$ cat config.mk
export PLATFORM = sky130hd
export DESIGN_NAME = wb_port_arbiter_flat
export DESIGN_NICKNAME = d
export VERILOG_FILES = /design/src/rtl/wb_port_arbiter_if.sv /design/src/rtl/wb_port_arbiter.sv /design/src/flat_wrapper.sv
export SDC_FILE = /design/constraint.sdc
export NUM_CORES = 1
export LEC_CHECK = 0
export BUFFER_PORTS_ARGS = -buffer_cell sky130_fd_sc_hd__buf_2
export CAP_MARGIN = 20
export CORE_ASPECT_RATIO = 0.7
export CORE_MARGIN = 3
export CORE_UTILIZATION = 48
export CTS_CLUSTER_DIAMETER = 100
export CTS_CLUSTER_SIZE = 12
export DETAILED_ROUTE_END_ITERATION = 12
export GPL_ROUTABILITY_DRIVEN = 0
export HOLD_SLACK_MARGIN = 0.03
export PLACE_DENSITY = 0.77
export SETUP_SLACK_MARGIN = 0.4
export SYNTH_ARGS = -nofsm -noshare
export SYNTH_HDL_FRONTEND = slang
export SYNTH_SLANG_ARGS = --single-unit
$ cat constraint.sdc
create_clock -name clk -period 2.45 [get_ports clk]
set_input_delay 0.1225 -clock clk [delete_from_list [all_inputs] [get_ports clk]]
set_output_delay 0.1225 -clock clk [all_outputs]
set_load 0.01 [all_outputs]
$ cat src/rtl/wb_port_arbiter_if.sv
// ---------------------------------------------------------------------------
// wb_port_arbiter_if
//   Bundles the write-back arbiter's bus signals.
//   slave  : the arbiter. Takes requests, issue/check info; drives grants,
//            hazard and the register-file write port.
//   master : the surrounding core (execution units, issue stage, regfile).
//   Requester-indexed fields are flat vectors. Requester i owns
//   req_reg[i*REGW +: REGW] and req_data[i*XLEN +: XLEN].
//   Parameters must match those of the wb_port_arbiter instance.
// ---------------------------------------------------------------------------
interface wb_port_arbiter_if #(
  parameter int NREQ = 3,
  parameter int XLEN = 32,
  parameter int REGW = 5
);
  // write-back requesters
  logic [NREQ-1:0]      req_valid;
  logic [NREQ-1:0]      req_ready;
  logic [NREQ-1:0]      req_fmode;
  logic [NREQ*REGW-1:0] req_reg;
  logic [NREQ*XLEN-1:0] req_data;
  // issue-stage allocation
  logic                 iss_valid;
  logic                 iss_fmode;
  logic [REGW-1:0]      iss_reg;
  // hazard check
  logic                 chk_fmode;
  logic [REGW-1:0]      chk_rs1;
  logic [REGW-1:0]      chk_rs2;
  logic [REGW-1:0]      chk_rd;
  logic                 hazard;
  // register-file write port
  logic                 wenable;
  logic                 wfmode;
  logic [REGW-1:0]      wreg;
  logic [XLEN-1:0]      wdata;

  modport slave (
    input  req_valid, req_fmode, req_reg, req_data,
    input  iss_valid, iss_fmode, iss_reg,
    input  chk_fmode, chk_rs1, chk_rs2, chk_rd,
    output req_ready, hazard,
    output wenable, wfmode, wreg, wdata
  );

  modport master (
    output req_valid, req_fmode, req_reg, req_data,
    output iss_valid, iss_fmode, iss_reg,
    output chk_fmode, chk_rs1, chk_rs2, chk_rd,
    input  req_ready, hazard,
    input  wenable, wfmode, wreg, wdata
  );
endinterface

$ cat src/rtl/wb_port_arbiter.sv
// ---------------------------------------------------------------------------
// wb_port_arbiter
//   Shares the single register-file write port among NREQ write-back
//   requesters. Arbitration is round-robin and the write port is registered.
//   Also keeps a 2 x 2**REGW scoreboard of pending destinations, split into
//   an int file and an fp file, and flags RAW/WAW hazards for issue.
//
// Ports
//   clk   : clock, all state on the rising edge
//   rstn  : asynchronous active-low reset
//   bus   : wb_port_arbiter_if.slave
//           req_*  requester handshake; req_ready is a one-hot grant
//           iss_*  destination allocated by issue (sets a busy bit)
//           chk_*  operands of the instruction being checked
//           hazard any checked register busy (combinational)
//           w*     register-file write port (registered)
// ---------------------------------------------------------------------------
module wb_port_arbiter #(
  parameter int NREQ = 3,
  parameter int XLEN = 32,
  parameter int REGW = 5
) (
  input  logic              clk,
  input  logic              rstn,
  wb_port_arbiter_if.slave  bus
);

  localparam int PW = (NREQ > 1) ? $clog2(NREQ) : 1;
  localparam int NR = 1 << REGW;

  // (base + off) mod NREQ. base < NREQ and off < NREQ, so one subtract is enough.
  function automatic logic [PW-1:0] f_wrap(input logic [PW-1:0] base, input int off);
    int s;
    s = int'(base) + off;
    if (s >= NREQ) s = s - NREQ;
    return PW'(s);
  endfunction

  // ------------------------------------------------------------------------
  // Round-robin grant
  // ------------------------------------------------------------------------
  logic [PW-1:0]   r_ptr;
  logic            w_gnt_vld;
  logic [PW-1:0]   w_gnt_idx;
  logic            w_xfer;
  logic            w_sel_fm;
  logic [REGW-1:0] w_sel_reg;
  logic [XLEN-1:0] w_sel_data;

  // The first valid requester, scanning from r_ptr, wins the port.
  always_comb begin
    w_gnt_vld = 1'b0;
    w_gnt_idx = '0;
    for (int k = 0; k < NREQ; k++) begin
      if (!w_gnt_vld && bus.req_valid[f_wrap(r_ptr, k)]) begin
        w_gnt_vld = 1'b1;
        w_gnt_idx = f_wrap(r_ptr, k);
      end
    end
  end

  // Gating with rstn keeps req_ready low for the whole reset. Without it a
  // requester could see a grant that the held registers never take.
  assign w_xfer = w_gnt_vld & rstn;

  for (genvar i = 0; i < NREQ; i++) begin : g_rdy
    assign bus.req_ready[i] = w_xfer & (w_gnt_idx == PW'(i));
  end

  assign w_sel_fm   = bus.req_fmode[w_gnt_idx];
  assign w_sel_reg  = bus.req_reg[int'(w_gnt_idx)*REGW +: REGW];
  assign w_sel_data = bus.req_data[int'(w_gnt_idx)*XLEN +: XLEN];

  // ------------------------------------------------------------------------
  // Registered write port
  // ------------------------------------------------------------------------
  logic            r_wen;
  logic            r_wf;
  logic [REGW-1:0] r_wreg;
  logic [XLEN-1:0] r_wdata;

  always_ff @(posedge clk or negedge rstn) begin
    if (!rstn) begin
      r_ptr   <= '0;
      r_wen   <= 1'b0;
      r_wf    <= 1'b0;
      r_wreg  <= '0;
      r_wdata <= '0;
    end else if (w_xfer) begin
      r_ptr   <= (w_gnt_idx == PW'(NREQ-1)) ? '0 : w_gnt_idx + 1'b1;
      r_wf    <= w_sel_fm;
      r_wreg  <= w_sel_reg;
      r_wdata <= w_sel_data;
      // A write to int x0 is accepted and dropped. fp f0 is a real register.
      r_wen   <= w_sel_fm | (|w_sel_reg);
    end else begin
      r_wen   <= 1'b0;
    end
  end

  assign bus.wenable = r_wen;
  assign bus.wfmode  = r_wf;
  assign bus.wreg    = r_wreg;
  assign bus.wdata   = r_wdata;

  // ------------------------------------------------------------------------
  // Scoreboard: r_busy[file][index]
  // ------------------------------------------------------------------------
  logic [1:0][NR-1:0] r_busy;
  logic [1:0][NR-1:0] w_busy_nxt;
  logic               w_iss_set;

  // int x0 is never marked busy, so it can never raise a hazard.
  assign w_iss_set = bus.iss_valid & (bus.iss_fmode | (|bus.iss_reg));

  // Clear on the cycle the regfile is actually written. A set applied after
  // the clear wins when both hit the same bit.
  always_comb begin
    w_busy_nxt = r_busy;
    if (r_wen)     w_busy_nxt[r_wf][r_wreg] = 1'b0;
    if (w_iss_set) w_busy_nxt[bus.iss_fmode][bus.iss_reg] = 1'b1;
  end

  always_ff @(posedge clk or negedge rstn) begin
    if (!rstn) r_busy <= '0;
    else       r_busy <= w_busy_nxt;
  end

  // Reads registered state only. A write landing this cycle still reports busy.
  assign bus.hazard = r_busy[bus.chk_fmode][bus.chk_rs1]
                    | r_busy[bus.chk_fmode][bus.chk_rs2]
                    | r_busy[bus.chk_fmode][bus.chk_rd];

endmodule

$ cat src/flat_wrapper.sv
// flat-port wrapper written by rule: the top's interface ports become plain ports
module wb_port_arbiter_flat 
#(
  parameter int NREQ = 3,
  parameter int XLEN = 32,
  parameter int REGW = 5
)
  (clk, rstn, bus_req_valid, bus_req_fmode, bus_req_reg, bus_req_data, bus_iss_valid, bus_iss_fmode, bus_iss_reg, bus_chk_fmode, bus_chk_rs1, bus_chk_rs2, bus_chk_rd, bus_req_ready, bus_hazard, bus_wenable, bus_wfmode, bus_wreg, bus_wdata);
  wb_port_arbiter_if #(.NREQ(NREQ), .XLEN(XLEN), .REGW(REGW)) bus_i ();
  input  logic clk;
  input  logic rstn;
  input wire logic [$bits(bus_i.req_valid)-1:0] bus_req_valid;
  input wire logic [$bits(bus_i.req_fmode)-1:0] bus_req_fmode;
  input wire logic [$bits(bus_i.req_reg)-1:0] bus_req_reg;
  input wire logic [$bits(bus_i.req_data)-1:0] bus_req_data;
  input wire logic [$bits(bus_i.iss_valid)-1:0] bus_iss_valid;
  input wire logic [$bits(bus_i.iss_fmode)-1:0] bus_iss_fmode;
  input wire logic [$bits(bus_i.iss_reg)-1:0] bus_iss_reg;
  input wire logic [$bits(bus_i.chk_fmode)-1:0] bus_chk_fmode;
  input wire logic [$bits(bus_i.chk_rs1)-1:0] bus_chk_rs1;
  input wire logic [$bits(bus_i.chk_rs2)-1:0] bus_chk_rs2;
  input wire logic [$bits(bus_i.chk_rd)-1:0] bus_chk_rd;
  output wire logic [$bits(bus_i.req_ready)-1:0] bus_req_ready;
  output wire logic [$bits(bus_i.hazard)-1:0] bus_hazard;
  output wire logic [$bits(bus_i.wenable)-1:0] bus_wenable;
  output wire logic [$bits(bus_i.wfmode)-1:0] bus_wfmode;
  output wire logic [$bits(bus_i.wreg)-1:0] bus_wreg;
  output wire logic [$bits(bus_i.wdata)-1:0] bus_wdata;
  assign bus_i.req_valid = bus_req_valid;
  assign bus_i.req_fmode = bus_req_fmode;
  assign bus_i.req_reg = bus_req_reg;
  assign bus_i.req_data = bus_req_data;
  assign bus_i.iss_valid = bus_iss_valid;
  assign bus_i.iss_fmode = bus_iss_fmode;
  assign bus_i.iss_reg = bus_iss_reg;
  assign bus_i.chk_fmode = bus_chk_fmode;
  assign bus_i.chk_rs1 = bus_chk_rs1;
  assign bus_i.chk_rs2 = bus_chk_rs2;
  assign bus_i.chk_rd = bus_chk_rd;
  assign bus_req_ready = bus_i.req_ready;
  assign bus_hazard = bus_i.hazard;
  assign bus_wenable = bus_i.wenable;
  assign bus_wfmode = bus_i.wfmode;
  assign bus_wreg = bus_i.wreg;
  assign bus_wdata = bus_i.wdata;
  wb_port_arbiter #(.NREQ(NREQ), .XLEN(XLEN), .REGW(REGW)) u_core (.clk(clk), .rstn(rstn), .bus(bus_i));
endmodule
==> flow_summary.toml <==
[sta]
fin_crit_ps = 2780
holdWs_ps = 54.0
worst_pin_slew_ps = 657
hold_viol_final = 0
max_slew_margin_pct = 56.1
period_share_pct = 113
timing.final.ws_setup_ps = -329
max_freq_mhz = 360
finalSetupViolations = 43
skew_ps = 14.8
slew_violations = 0
rsz0062_at_grt = "true"

[synthesis]
netlist_area_sq_mm = 0.00681
ys_warn_count = 0
synth_edf_count = 0
ys_seq_area_share_pct = 38.6
syn-num-nets = 828
synth_flop_cell = "dfrtp_1"
synth_cell_type_count = 48
syn_inst = 682
async_flop_share_pct = 100
avgSynthCellArea_sq_um = 9.99
synth-seq-cells = 105

[finish]
stdcell_count = 1113
syn2layout_area_growth_pct = 45.3
fill_cells = 856
seqCellArea_sq_mm = 0.00263
nets = 1069
diodes = 0
multiInputGateArea_sq_mm = 0.00456
drive_gt1_share_pct = 48.5
postLayoutCellArea_sq_mm = 0.00989

[drt]
wl_per_cell_um = 25.8
first_pass_iters = 7
wl_um = 28700
avgViaCountPerCell = 6.85
ant_nets = 0
drc = 0
drtIter0Drc = 1382
num_vias = 7620

[die]
rows = 35
core_sq_mm = 0.0135
die_w_um = 148
initial_core_util_pct = 50.3
dieArea_sq_mm = 0.0157
die_y_um = 106
ios = 185

[setup_path]
worstPathArrival_ps = 2660
cp_max_fo = 4
start_kind = "flop"
crit_type = "reg2out"
crit_required_ps = 2330
end_kind = "primary output"

[clocking]
ctsLongestPathBuffers = 2
cts_tree = "yes"
htreeDepth = 3
clock-sinks = 105
cts_root_buf = "clkbuf_16"
cts_buffers = 9
path_clk_slew_ps = 80
clock_latency_ps = 360

[power_and_ir_drop]
leakage_nw = 4.07
power_mw = 13.8
power_density_mw_per_mm2 = 1400
ir_worst_vdd_v = 0.000951

[global_routing]
overflow = 0
grt_pass1_vias = 7218
grt_max_degree = 106
grt_util_met3_pct = 13.0
antenna_found_initial = 0
grt_util_all_layers_pct = 34.0
busiest_layer = "met2"
use_met1_pct = 46.5
grt_util_met2_pct = 49.0
grt_first_pass_wirelength_um = 41200

[placed_design]
dpl_worst_slack_ps = -97.3
dp_hpwl_um = 16500
dp.cells = 1039
place_area_sq_mm = 0.00824
portBuffers = 184

[outcome]
violations = "negative setup slack"
status = "finished, violations left"

[min_path]
min_path_type = "in2reg"

[flow_run]
drv_cap = 0
==> synthesized netlist by cell type, types with 2 or more instances <==
cell type | count | share of area [%]
nor3_1 | 3 | 0.22
ha_1 | 4 | 0.73
buf_2 | 19 | 1.4
nand2_1 | 55 | 3.0
o21ai_1 | 28 | 2.1
clkbuf_1 | 22 | 1.2
nor2b_1 | 47 | 4.3
nand3b_1 | 13 | 1.4
nor3b_1 | 2 | 0.22
nor2_1 | 53 | 2.9
mux2_2 | 7 | 1.2
o21ai_0 | 105 | 7.7
or3_1 | 2 | 0.18
buf_4 | 2 | 0.22
nand2b_1 | 5 | 0.46
a2111oi_0 | 2 | 0.26
a21oi_1 | 3 | 0.22
nand4_1 | 7 | 0.64
nand3_1 | 17 | 1.2
o211ai_1 | 4 | 0.44
inv_1 | 4 | 0.22
o31ai_1 | 38 | 4.2
dfrtp_1 | 105 | 39
o21a_1 | 2 | 0.22
mux4_1 | 2 | 0.77
or3b_1 | 2 | 0.26
or3b_2 | 2 | 0.26
a211oi_1 | 36 | 4.0
mux4_2 | 49 | 16
buf_1 | 7 | 0.39
or4_1 | 3 | 0.33
mux2i_1 | 15 | 2.2
mux2_1 | 2 | 0.33
==> critical path: stages, from the launching register on <==
cell and delay, ps:
dfrtp_1 460, mux4_2 500, mux4_2 480, nand3b_1 110
nand4_1 180, a2111oi_4 260, nand4_1 140, buf_2 160
==> flip-flops by register name (all words and copies together) (netlist names) <==
signal and count:
u_core.r_busy 64, u_core.bus.wfmode 1, u_core.r_ptr 2, u_core.bus.wdata 32, u_core.bus.wreg 5, u_core.bus.wenable 1
==> cell usage in the layout (no fill, tap or decap), types with 9 or more instances in the layout <==
master       n
a211oi_2    34
buf_12      15
buf_2      183
buf_4       47
buf_6       20
clkbuf_16    9
dfrtp_1    104
mux2i_1     11
mux4_2      50
nand2_1     54
nand3_1     16
nand3b_1    13
nor2_1      51
nor2b_1     18
nor2b_4     26
o21ai_0    104
o21ai_1     26
o31ai_1     34
==> final timing paths <==
kind / startpoint / endpoint / slack (ps) / cells past startpoint
worst max-delay path: u_core.r_busy[10]$_DFF_PN0_ / bus_hazard / -330 / 7
min in group asynchronous: rstn / u_core.bus.wdata[30]$_DFFE_PN0P_ / 420 / 3
max in group asynchronous: rstn / u_core.bus.wdata[0]$_DFFE_PN0P_ / 1600 / 3
worst min-delay path: bus_req_data[73] / u_core.bus.wdata[9]$_DFFE_PN0P_ / 50 / 3
worst max register to register: u_core.r_ptr[1]$_DFFE_PN0P_ / u_core.bus.wenable$_DFF_PN0_ / -240 / 12
worst min register to register: u_core.bus.wdata[29]$_DFFE_PN0P_ / u_core.bus.wdata[29]$_DFFE_PN0P_ / 470 / 2
==> per-stage QoR <==
step / TNS, ps / utilization [%]
2_1_floorplan: 0 / -
3_3_place_gp: 0 / 60.9
3_5_place_dp: -1660 / 60.9
4_1_cts: -268 / 70.7
5_1_grt: -8080 / 73.1
6_report: -5620 / 73.1
==> cell families (layout without fill, tap and decap cells) <==
logic type                 Yosys count  in the layout  share of synthesized area [%]
adders and majority gates            4              4                          0.735
DFF                                105            105                           38.6
AOI/OAI and AO/OA                  229            229                           20.6
buffers and inverters               55            301                           3.60
and+or+nand+nor                    214            214                           15.8
muxes                               75             75                           20.7
==> per-layer routing <==
metal  up-vias  wire length [um]
met2       745             12600
met4         0              1660
li1       3083                 -
met5         -                 0
met3       191              4140
met1      3601             10400
==> final cells by class <==
| type | instances | share of cell area (%) |
|---|---|---|
| inverters | 4 | 0.177 |
| well taps | 185 | 2.34 |
| repair buffers | 281 | 21.9 |
| clock buffers | 10 | 2.31 |
| multi-input cells | 522 | 46.0 |
| clock inverters | 6 | 0.620 |
| flip-flops and latches | 105 | 26.6 |
==> where the power goes <==
| group | total [mW] | switching, mW | internal, mW |
|---|---|---|---|
| clock network | 1.45 | 0.735 | 0.715 |
| registers | 3.35 | 0.858 | 2.49 |
| logic | 9.04 | 4.40 | 4.64 |
| total | 13.8 | 5.99 | 7.85 |
==> timing repair <==
| action | in CTS | in global routing |
|---|---|---|
| hold buffers | 1 | 0 |
| gates resized for setup | 122 | 41 |
| endpoints found under the setup margin | 45 | 45 |
| pin swaps | 49 | 30 |
| buffers inserted | 31 | 16 |
| cloned | 10 | 0 |
| hold endpoints to repair | 105 | 0 |
No activity file was read; power rests on OpenSTA's default activity.
